## src/rtl/rom_prefetch_pkg.sv

```systemverilog
// Shared definitions for the instruction prefetch unit.
package rom_prefetch_pkg;

  typedef enum logic {
    FETCH = 1'b0,
    DRAIN = 1'b1
  } state_e;

  // Byte distance between consecutive instruction words.
  localparam logic [31:0] INST_STEP = 32'd4;

endpackage

```

## src/rtl/prefetch_fifo.sv

```systemverilog
// DEPTH-entry FIFO with synchronous clear. The head is read straight out of
// storage flops, so an entry pushed in one cycle is visible the next.
module prefetch_fifo #(
  parameter int unsigned DEPTH = 4,
  parameter int unsigned WIDTH = 64
) (
  input  logic                       clk,
  input  logic                       rst,
  input  logic                       clr_i,
  input  logic                       push_i,
  input  logic [WIDTH-1:0]           push_data_i,
  input  logic                       pop_i,
  output logic                       valid_o,
  output logic [WIDTH-1:0]           head_o,
  output logic [$clog2(DEPTH):0]     count_o
);

  localparam int unsigned PW = (DEPTH > 1) ? $clog2(DEPTH) : 1;
  localparam int unsigned CW = $clog2(DEPTH) + 1;

  logic [PW-1:0]    wr_ptr_q, wr_ptr_d;
  logic [PW-1:0]    rd_ptr_q, rd_ptr_d;
  logic [CW-1:0]    count_q, count_d;
  logic [WIDTH-1:0] mem_q [DEPTH];
  logic [WIDTH-1:0] mem_d [DEPTH];
  logic             do_push, do_pop;

  assign valid_o = (count_q != '0);
  assign head_o  = valid_o ? mem_q[rd_ptr_q] : '0;
  assign count_o = count_q;

  // Pointer, occupancy and storage update; clear wins over push and pop.
  always_comb begin
    wr_ptr_d = wr_ptr_q;
    rd_ptr_d = rd_ptr_q;
    count_d  = count_q;
    mem_d    = mem_q;
    do_pop   = pop_i && (count_q != '0);
    do_push  = push_i && ((count_q != CW'(DEPTH)) || do_pop);
    if (clr_i) begin
      wr_ptr_d = '0;
      rd_ptr_d = '0;
      count_d  = '0;
    end else begin
      if (do_push) begin
        mem_d[wr_ptr_q] = push_data_i;
        wr_ptr_d        = wr_ptr_q + PW'(1);
      end
      if (do_pop) begin
        rd_ptr_d = rd_ptr_q + PW'(1);
      end
      count_d = count_q + CW'(do_push) - CW'(do_pop);
    end
  end

  // FIFO state registers.
  always_ff @(posedge clk or negedge rst) begin
    if (!rst) begin
      wr_ptr_q <= '0;
      rd_ptr_q <= '0;
      count_q  <= '0;
      for (int unsigned i = 0; i < DEPTH; i++) begin
        mem_q[i] <= '0;
      end
    end else begin
      wr_ptr_q <= wr_ptr_d;
      rd_ptr_q <= rd_ptr_d;
      count_q  <= count_d;
      mem_q    <= mem_d;
    end
  end

endmodule

```

## src/rtl/rom_prefetch.sv

```systemverilog
// Instruction prefetcher: issues sequential reads to a pipelined memory,
// buffers responses with their addresses, and discards in-flight responses
// after a core redirect.
module rom_prefetch
  import rom_prefetch_pkg::*;
#(
  parameter int unsigned DEPTH    = 4,
  parameter logic [31:0] RESET_PC = 32'h0000_0000
) (
  input  logic        clk,
  input  logic        rst,
  input  logic        flush_i,
  input  logic [31:0] flush_addr_i,
  output logic        inst_valid_o,
  input  logic        inst_ready_i,
  output logic [31:0] inst_o,
  output logic [31:0] inst_addr_o,
  output logic        mem_req_o,
  output logic [31:0] mem_addr_o,
  input  logic        mem_gnt_i,
  input  logic        mem_rvalid_i,
  input  logic [31:0] mem_rdata_i
);

  localparam int unsigned CW = $clog2(DEPTH) + 1;

  state_e        state_q, state_d;
  logic [31:0]   fetch_pc_q, fetch_pc_d;
  logic [31:0]   rsp_pc_q, rsp_pc_d;
  logic [CW-1:0] outstanding_q, outstanding_d;
  logic [CW-1:0] discard_q, discard_d;
  logic [CW-1:0] discard_src;

  logic [CW-1:0] fifo_count;
  logic          fifo_valid;
  logic [63:0]   fifo_head;
  logic          fifo_push, fifo_pop;
  logic [CW:0]   credit_used;
  logic          req_fire;

  // Credit covers both buffered and in-flight words, so every response
  // always finds a free FIFO slot. Requests are gated by rst so nothing is
  // issued while reset is held.
  assign credit_used  = {1'b0, fifo_count} + {1'b0, outstanding_q};
  assign mem_req_o    = rst && (state_q == FETCH) && !flush_i &&
                        (credit_used < (CW+1)'(DEPTH));
  assign mem_addr_o   = fetch_pc_q;
  assign req_fire     = mem_req_o && mem_gnt_i;

  assign inst_valid_o = fifo_valid && (state_q == FETCH) && !flush_i;
  assign inst_addr_o  = fifo_head[63:32];
  assign inst_o       = fifo_head[31:0];

  assign fifo_push    = mem_rvalid_i && (state_q == FETCH) && !flush_i;
  assign fifo_pop     = inst_valid_o && inst_ready_i;

  prefetch_fifo #(
    .DEPTH (DEPTH),
    .WIDTH (64)
  ) u_fifo (
    .clk         (clk),
    .rst         (rst),
    .clr_i       (flush_i),
    .push_i      (fifo_push),
    .push_data_i ({rsp_pc_q, mem_rdata_i}),
    .pop_i       (fifo_pop),
    .valid_o     (fifo_valid),
    .head_o      (fifo_head),
    .count_o     (fifo_count)
  );

  // Next-state logic: a redirect overrides everything; otherwise FETCH
  // tracks requests/responses and DRAIN swallows stale responses.
  always_comb begin
    state_d       = state_q;
    fetch_pc_d    = fetch_pc_q;
    rsp_pc_d      = rsp_pc_q;
    outstanding_d = outstanding_q;
    discard_d     = discard_q;
    discard_src   = (state_q == FETCH) ? outstanding_q : discard_q;
    if (flush_i) begin
      // Responses still owed become discards; one arriving now is already gone.
      fetch_pc_d    = flush_addr_i;
      rsp_pc_d      = flush_addr_i;
      outstanding_d = '0;
      discard_d     = (mem_rvalid_i && (discard_src != '0)) ?
                      discard_src - CW'(1) : discard_src;
      state_d       = (discard_d != '0) ? DRAIN : FETCH;
    end else begin
      case (state_q)
        FETCH: begin
          if (req_fire) begin
            fetch_pc_d = fetch_pc_q + INST_STEP;
          end
          if (mem_rvalid_i) begin
            rsp_pc_d = rsp_pc_q + INST_STEP;
          end
          outstanding_d = outstanding_q + CW'(req_fire) - CW'(mem_rvalid_i);
        end
        DRAIN: begin
          if (mem_rvalid_i && (discard_q != '0)) begin
            discard_d = discard_q - CW'(1);
          end
          if (discard_d == '0) begin
            state_d = FETCH;
          end
        end
        default: state_d = FETCH;
      endcase
    end
  end

  // Control state registers.
  always_ff @(posedge clk or negedge rst) begin
    if (!rst) begin
      state_q       <= FETCH;
      fetch_pc_q    <= RESET_PC;
      rsp_pc_q      <= RESET_PC;
      outstanding_q <= '0;
      discard_q     <= '0;
    end else begin
      state_q       <= state_d;
      fetch_pc_q    <= fetch_pc_d;
      rsp_pc_q      <= rsp_pc_d;
      outstanding_q <= outstanding_d;
      discard_q     <= discard_d;
    end
  end

endmodule

```

## config.mk

```make
export PLATFORM = sky130hd
export DESIGN_NAME = rom_prefetch
export DESIGN_NICKNAME = d
export VERILOG_FILES = /design/src/rtl/rom_prefetch_pkg.sv /design/src/rtl/prefetch_fifo.sv /design/src/rtl/rom_prefetch.sv
export SDC_FILE = /design/constraint.sdc
export NUM_CORES = 1
export LEC_CHECK = 0
export BUFFER_PORTS_ARGS = -buffer_cell sky130_fd_sc_hd__buf_2
export CAP_MARGIN = 20
export CORE_UTILIZATION = 53
export CTS_CLUSTER_SIZE = 10
export DETAILED_ROUTE_END_ITERATION = 10
export HOLD_SLACK_MARGIN = 0.08
export PLACE_DENSITY = 0.73
export SLEW_MARGIN = 10
export SYNTH_ARGS = -nofsm -noshare
export SYNTH_HDL_FRONTEND = slang
export SYNTH_SLANG_ARGS = --single-unit
```

## constraint.sdc

```tcl
create_clock -name clk -period 3.1 [get_ports clk]
set_clock_uncertainty 0.1 [all_clocks]
set_input_delay 0 -clock clk [delete_from_list [all_inputs] [get_ports clk]]
set_output_delay 0 -clock clk [all_outputs]
set_load 0.02 [all_outputs]
```

# [Word level (Yosys, flattened, before mapping)]
# Cells that the tools add are included.
[word_totals] register_bits=334 input_bits=70 output_inout_bits=98
[op_classes] add_sub_neg=11 n_lt_le_gt_ge=4 n_eq_ne=2 mux=31 bitwise_logic=4 reduce_logical=29
[ops] operator="256-bit bitwise mux" count=1
[ops] operator="64-bit two-way mux" count=4
[ops] operator="32-bit two-way mux" count=6
[ops] operator="64-bit binary-select mux with 2-bit select" count=1
[ops] operator="64-bit demux with 2-bit select" count=1
[ops] operator="32-bit by 3-bit adder with 32-bit output (second input constant)" count=2
[ops] operator="3-bit two-way mux" count=10
[ops] operator="1-bit logical AND" count=14
[ops] operator="3-bit nonzero test" count=4
[ops] operator="2-bit nonzero test" count=5
[ops] operator="2-bit two-way mux" count=4
[ops] operator="3-bit by 1-bit adder with 3-bit output" count=2
[ops] operator="3-bit greater-or-equal comparator (second input constant)" count=2
[ops] operator="2-bit NOT with 3-bit output" count=2
[ops] operator="2-bit AND reduction" count=3
[ops] operator="3-bit by 1-bit subtractor with 3-bit output" count=2
[ops] operator="3-bit by 1-bit subtractor with 3-bit output (second input constant)" count=2
[ops] operator="2-bit by 1-bit adder with 2-bit output (second input constant)" count=2
[ops] operator="3-bit by 3-bit adder with 4-bit output" count=1
[ops] operator="4-bit by 3-bit < comparator with 1-bit output (second input constant)" count=1
[ops] operator="1-bit two-way mux" count=4
[ops] operator="3-bit zero test" count=1
[ops] operator="3-bit by 1-bit < comparator with 1-bit output (second input constant)" count=1
[ops] operator="3-bit inequality test (second input constant)" count=1
[ops] operator="other kinds (4)" count=5

# [Logic depth before layout (Yosys ltp)]
# Gate-level depths: netlist of run 1.
[logic_depth] word_depth=10 mapped_depth=14

# [Hierarchy]
# Synthesis of run 1 repeated with hierarchy kept, for this count alone.
[hier_totals] cells_unflattened=1163 area_unflattened_um2=16727.3
[modules_own_cells] mod="prefetch_fifo" n_inst=1 cells_per_inst=734 area_each_um2=12509.5 seq_area_each_um2=6581.3
[modules_own_cells] mod="rom_prefetch" n_inst=1 cells_per_inst=429 area_each_um2=4217.8 seq_area_each_um2=1776.7

# [Least setup slack after synthesis of run 1]
# OpenSTA, ideal clock, no wires.
[synth_timing] kind="reg-to-reg" startpoint="reg outstanding_q[2]" endpoint="reg outstanding_q[2]" setup_ns=0.078 arrival_time_ns=3.265 required_time_ns=2.922 setup_slack_ns=-0.343 path_stages_with_launch=15 path_buffers=2 synth_period_minus_slack_ns=3.443 cell_sequence="dfrtp_1 -> ha_1 -> or4b_1 -> and4bb_2 -> inv_2 -> buf_6 -> clkbuf_1 -> ha_1 -> inv_1 -> ha_1 -> inv_1 -> fa_1 -> xnor2_1 -> or3_1 -> a21oi_1"
[synth_via] elab_chain_len=8
[synth_rtl] item="start: declaration" line_no="rom_prefetch.sv:30" source="logic [CW-1:0] outstanding_q, outstanding_d;"
[synth_rtl] item="start signal: assignment" line_no="rom_prefetch.sv:125" source="outstanding_q <= outstanding_d;"
[synth_rtl] item="3-bit by 3-bit adder with 4-bit output" line_no="rom_prefetch.sv:44" source="assign credit_used = {1'b0, fifo_count} + {1'b0, outstanding_q};"
[synth_rtl] item="4-bit by 3-bit < comparator with 1-bit output" line_no="rom_prefetch.sv:46" source="(credit_used < (CW+1)'(DEPTH));"
[synth_rtl] item="1-bit logical AND" line_no="rom_prefetch.sv:45" source="assign mem_req_o = rst && (state_q == FETCH) && !flush_i &&"
[synth_rtl] item="1-bit logical AND" line_no="rom_prefetch.sv:48" source="assign req_fire = mem_req_o && mem_gnt_i;"
[synth_rtl] item="3-bit by 1-bit adder with 3-bit output (*)" line_no="rom_prefetch.sv:98" source="outstanding_d = outstanding_q + CW'(req_fire) - CW'(mem_rvalid_i);"
[synth_rtl] item="3-bit by 1-bit subtractor with 3-bit output (*)" line_no="rom_prefetch.sv:98"
[synth_rtl] item="3-bit two-way mux (*)" line_no="rom_prefetch.sv:90" source="case (state_q)"
[synth_rtl] item="3-bit two-way mux (*)" line_no="rom_prefetch.sv:81" source="if (flush_i) begin"
# Every way passes the cells marked *; elsewhere a longest branch is shown, timed or not. The select of a mux whose other input is x is not followed.
# A chain may end at the register's enable or synchronous reset.

# [Worst setup path after layout of run 1]
# Ends and elaborated chain as after synthesis.

==> impl_metrics.yaml, run 1 <==
outcome:
  status: "completed"
power:
  p_per_area_mw_per_mm2: 807
  power.total_mw: 15.4
  pwr-share-comb: 0.313
  switchingPower_mw: 4.74
  p_clk_frac: 0.263
  p_seq_frac: 0.423
  internal_power_mw: 10.7
  ir_worst_vdd_mv: 0.568
  swShare: 0.308
  power.leakage_nw: 8.70
cts:
  cts.htree.levels: 2
  cts-root-buf: "clkbuf_16"
  cts_tree: "yes"
  path_clk_slew_ps: 50
  numCtsBuffers: 40
  clock_path_buffers: 3
  clk_latency_ps: 520
  cts_num_sinks: 334
routing:
  drt.antenna.violating_nets: 0
  routed_wl_um: 36000
  drt-wirelength-per-cell_um: 19.7
  drt_iter0_drc: 595
  dr.pass1.iters: 5
  routed_via_density: 5.84
  dr_total_vias: 10689
  drc: 0
synth:
  synth.cell_area_sq_mm: 0.0159
  synth-seq-area-share: 0.526
  synthCells: 1198
  yosys_most_used_dff: "dfrtp_1"
  ys_warn_count: 0
  ys_types: 53
  async_flop_share: 1.00
  postSynthAreaPerCell_sq_um: 13.3
  synth.net_count: 1286
  synth-edff-count: 0
  ys_seq_elements: 334
sta:
  hold_viol: 0
  maxSlewHeadroom: 0.376
  fin_ws_ps: 34.8
  rsz0062_at_grt: "true"
  fin_crit_ps: 3070
  worst_pin_slew_ps: 936
  slew_violations: 0
  fmaxAchievable_mhz: 326
  setup_tns_ps: 0
  fin_crit_sh: 0.989
  setup_viol_count_final: 0
critical_path:
  rr_endpoint: "outstanding_q[2]"
  crit_path_end_kind: "register"
  cp_data_arrival_time_ps: 3400
  path_class: "reg -> reg"
  rrSetupSlack_ps: 30
  crit_required_ps: 3440
  rr_worst_depth: 12
  critPathMaxFanout: 2
  cp-start-kind: "register"
  r2r_start: "outstanding_q[2]"
finish:
  fin_util: 0.646
  final_nets: 1517
  fin_cells: 1830
  mostFrequentLayoutCells: "dfrtp_1, mux2_2, buf_2"
  diodes: 0
  syn_to_final_growth_pct: 20.2
  layout.cells.most_common: "dfrtp_1"
  final_layout_size_suffix_gt1_frac: 0.412
floorplanning:
  dieArea_sq_mm: 0.0307
  die_h_um: 175
  boundaryPins: 168
  rows: 63
  core_area_sq_mm: 0.0296
  die_w_um: 175
  start_util: 0.537
global_routing:
  grt_util_all_layers: 0.241
  overflow: 0
  grt_pass1_vias: 11033
  grt_first_pass_wirelength_um: 58600
  grt_max_degree: 146
  grt_antenna_before_repair: 0
place:
  place_congestion: 0.860
  post-place-ws_ps: 7.29
  placed_cells: 1705
  port_buffers: 167
  detailed_place_hpwl_um: 22300
job:
  maxCapViolCount: 0
min_path:
  hold_class: "in -> async"
power by group through the flow:
stage                     clock [mW]  combinational, mW  sequential [mW]
after floorplan                    0               3.55             6.31
after global placement             0               4.66             6.46
after detailed placement           0               4.77             6.57
after CTS                       4.17               4.87             6.51
after global routing            4.34               5.23             6.69
final                           4.05               4.83             6.52
final cells by class:
cell class	instances	area [sq um]
fillers	2268	10500
well taps	390	488
multi-input cells	761	7190
repair buffers	268	1870
clock inverters	4	30.0
clock buffers	49	1070
inverters	24	90.1
flip-flops and latches	334	8360
layer usage:
layer  vias up  share of wire  global-route usage
li1       4809              -                   -
met1      5520           0.45               0.342
met2       307           0.47               0.387
met3        53          0.051              0.0383
met4         0          0.022              0.0688
met5         -              0                   0
sequential cells by signal, indices dropped and copies added (netlist names):
name,flops
u_fifo.wr_ptr_q,2
u_fifo.rd_ptr_q,2
outstanding_q,3
mem_addr_o,32
state_q,1
u_fifo.mem_q,256
u_fifo.count_o,3
discard_q,3
rsp_pc_q,32
through the flow:
stage                     hold slack [ps]  instance area [sq um]
after floorplan                      -396                  15900
after global routing                  185                  19100
final                                 146                  19100
after global placement                128                  17300
after CTS                             135                  19100
after detailed placement              133                  17300
worst max-delay path by stage:
stage / from / end / slack (ps)
floorplan: u_fifo.count_o[1] / outstanding_q[2] / -180
global placement: outstanding_q[2] / outstanding_q[2] / 60
detailed placement: outstanding_q[2] / outstanding_q[2] / 7
CTS: outstanding_q[2] / outstanding_q[2] / -0.7
global route: outstanding_q[2] / outstanding_q[2] / -70
finish: outstanding_q[2] / outstanding_q[2] / 30
critical path, stage by stage, from the launching register on:
cell and delay (ps):
dfrtp_1 380, ha_1 290, or4b_4 490, and4bb_2 330
inv_2 60, ha_4 210, inv_2 60, ha_4 110
inv_2 30, fa_2 350, xnor2_1 140, or3_1 330
a21oi_2 120
cells in the mapped netlist, types with 10 or more instances:
cell / count / area (sq um)
nand4_1: 18 / 113
dfrtp_1: 334 / 8360
o211ai_1: 12 / 90.1
xor2_1: 14 / 123
clkbuf_1: 59 / 221
buf_2: 10 / 50.1
ha_1: 16 / 200
mux4_2: 64 / 1440
o21ai_0: 41 / 205
mux2_2: 259 / 2920
nor2b_1: 66 / 413
nand3_1: 36 / 180
nand2_1: 60 / 225
inv_1: 22 / 82.6
o311ai_0: 11 / 96.3
nor2_1: 31 / 116
xnor2_1: 24 / 210
nor3_1: 15 / 75.1
logic make-up (layout without fill, tap and decap cells):
logic type | count (synthesis) | count (layout) | synth area share
adders and majority gates | 18 | 18 | 0.0151
and+or+nand+nor | 278 | 278 | 0.0944
DFF | 334 | 334 | 0.526
buffers and inverters | 103 | 345 | 0.0256
AOI/OAI and AO/OA | 95 | 95 | 0.0379
muxes | 332 | 332 | 0.280
xor gates and xnor gates | 38 | 38 | 0.0209
what timing repair did:
action,in CTS,in global routing
hold endpoints to repair,394,0
cloned,0,0
setup endpoints to repair,1,1
hold buffers,71,0
setup buffers,0,1
pin swaps,1,2
resized for setup,1,1
Power figures use the tool's default switching activity.
==> run 2: changes to the inputs <==
--- a/config.mk
+++ b/config.mk
@@ -7,11 +7,11 @@
 export LEC_CHECK = 0
 export BUFFER_PORTS_ARGS = -buffer_cell sky130_fd_sc_hd__buf_2
 export CAP_MARGIN = 20
-export CORE_UTILIZATION = 53
+export CORE_UTILIZATION = 60
 export CTS_CLUSTER_SIZE = 10
 export DETAILED_ROUTE_END_ITERATION = 10
 export HOLD_SLACK_MARGIN = 0.08
-export PLACE_DENSITY = 0.73
+export PLACE_DENSITY = 0.78
 export SLEW_MARGIN = 10
 export SYNTH_ARGS = -nofsm -noshare
 export SYNTH_HDL_FRONTEND = slang
==> constraint.sdc (replaced) <==
create_clock -name clk -period 3.7 [get_ports clk]
set_clock_uncertainty 0.1 [all_clocks]
set_input_delay 0 -clock clk [delete_from_list [all_inputs] [get_ports clk]]
set_output_delay 0 -clock clk [all_outputs]
set_load 0.02 [all_outputs]
==> run 2 against run 1 <==
Combinational power shrank 18%. Clock-buffer cell count shrank 1. Total power shrank 17%. Largest cell class unchanged. Highest routed layer unchanged. Sequential share of layout area grew 0.57 points. Die area shrank 12%.
==> impl_metrics.yaml, run 2 (synthesis results as in run 1) <==
finish:
  final_nets: 1505
  largest_reg_flops: 256
  multiInputGateArea_sq_mm: 0.00714
  final_layout_size_suffix_gt1_frac: 0.400
  regMostFlops: "u_fifo.mem_q"
  layout.cells.most_common: "dfrtp_1"
  register_area_sq_mm: 0.00836
  syn_to_final_growth_pct: 18.6
  diodes: 0
  mostFrequentLayoutCells: "dfrtp_1, mux2_2, buf_2"
  fillers: 1717
  fin_util: 0.725
  fin_cells: 1759
routing:
  drc: 0
  drt.antenna.violating_nets: 0
  drt_iter0_drc: 721
  routed_wl_um: 35100
  drt-wirelength-per-cell_um: 20.0
  routed_via_density: 6.06
  dr.pass1.iters: 5
  dr_total_vias: 10667
floorplanning:
  dieArea_sq_mm: 0.0271
  rows: 59
  die_w_um: 165
  boundaryPins: 168
  start_util: 0.611
  core_area_sq_mm: 0.0260
  die_h_um: 165
cts:
  cts_hold_buf: 71
  cts-root-buf: "clkbuf_16"
  cts_setup_buffers: 0
  ctsResizeCount: 0
  clock_path_buffers: 3
  cts_tree: "yes"
  path_clk_slew_ps: 60
  clk_latency_ps: 510
  cts.htree.levels: 2
  cts_num_sinks: 334
  numCtsBuffers: 39
outcome:
  status: "completed"
power:
  p_per_area_mw_per_mm2: 677
  power.leakage_nw: 8.60
  ir_worst_vdd_mv: 0.468
  power.total_mw: 12.8
critical_path:
  crit_required_ps: 4020
  crit_path_end_kind: "register"
  path_class: "reg -> reg"
  cp_data_arrival_time_ps: 3590
  cp-start-kind: "register"
  rrSetupSlack_ps: 430
  critPathMaxFanout: 4
sta:
  worst_pin_slew_ps: 962
  fmaxAchievable_mhz: 305
  maxSlewHeadroom: 0.359
  fin_crit_ps: 3270
  setup_tns_ps: 0
  hold_viol: 0
  rsz0062_at_grt: "false"
  slew_violations: 0
  setup_viol_count_final: 0
  fin_crit_sh: 0.885
place:
  port_buffers: 167
  detailed_place_hpwl_um: 21400
  placed_cells: 1640
  place_congestion: 0.887
global_routing:
  grt_first_pass_wirelength_um: 57300
  grt_max_degree: 164
  grt_util_all_layers: 0.270
  grt_pass1_vias: 10989
  grt_antenna_before_repair: 0
  overflow: 0
job:
  maxCapViolCount: 0
min_path:
  hold_class: "in -> reg"
run 2: path summary, 6_finish.rpt:
check / start / endpoint / cells after the start
worst max-delay path: u_fifo.count_o[2] / outstanding_q[2] / 12
worst min register to register: u_fifo.mem_q[104] / u_fifo.mem_q[104] / 1
min in group asynchronous: rst / u_fifo.mem_q[181] / 4
max in group asynchronous: rst / rsp_pc_q[5] / 5
worst min-delay path: mem_gnt_i / mem_addr_o[3] / 5
worst max register to register: u_fifo.count_o[2] / outstanding_q[2] / 12
run 2: where the power goes:
| part | leakage [nW] | internal, mW | switching [mW] |
|---|---|---|---|
| Sequential | 4.28 | 4.79 | 0.697 |
| Combinational | 3.80 | 2.09 | 1.86 |
| Clock | 0.520 | 1.98 | 1.34 |
run 2: critical path, stage by stage (launching register included):
cell and delay (ps):
dfrtp_1 420, ha_1 280, or4b_1 520, and4bb_2 340, inv_2 50, ha_1 260, inv_1 50, ha_1 130
inv_1 50, fa_1 370, xnor2_1 140, or3_1 310, a21oi_1 160
run 2: final cells by class:
class,instances,share of cell area
inverter,24,0.00478
timing repair buffer,257,0.0941
clock buffer,48,0.0564
multi-input combinational,761,0.379
tap,335,0.0222
sequential,334,0.444
run 2: stage by stage:
step / setup WS [ps] / hold WS, ps / area (sq um)
6_report: 425 / 174 / 18800
5_1_grt: 254 / 180 / 18800
4_1_cts: 425 / 146 / 18800
3_5_place_dp: 463 / -262 / 17100
3_3_place_gp: 518 / -263 / 17100
2_1_floorplan: 257 / -396 / 15900
run 2: routing by layer:
metal,vias to the layer above,wire length (um),track usage
li1,4777,-,-
met1,5541,15400,0.376
met2,318,17400,0.444
met3,31,1910,0.0512
met4,0,439,0.0592
met5,-,0,0
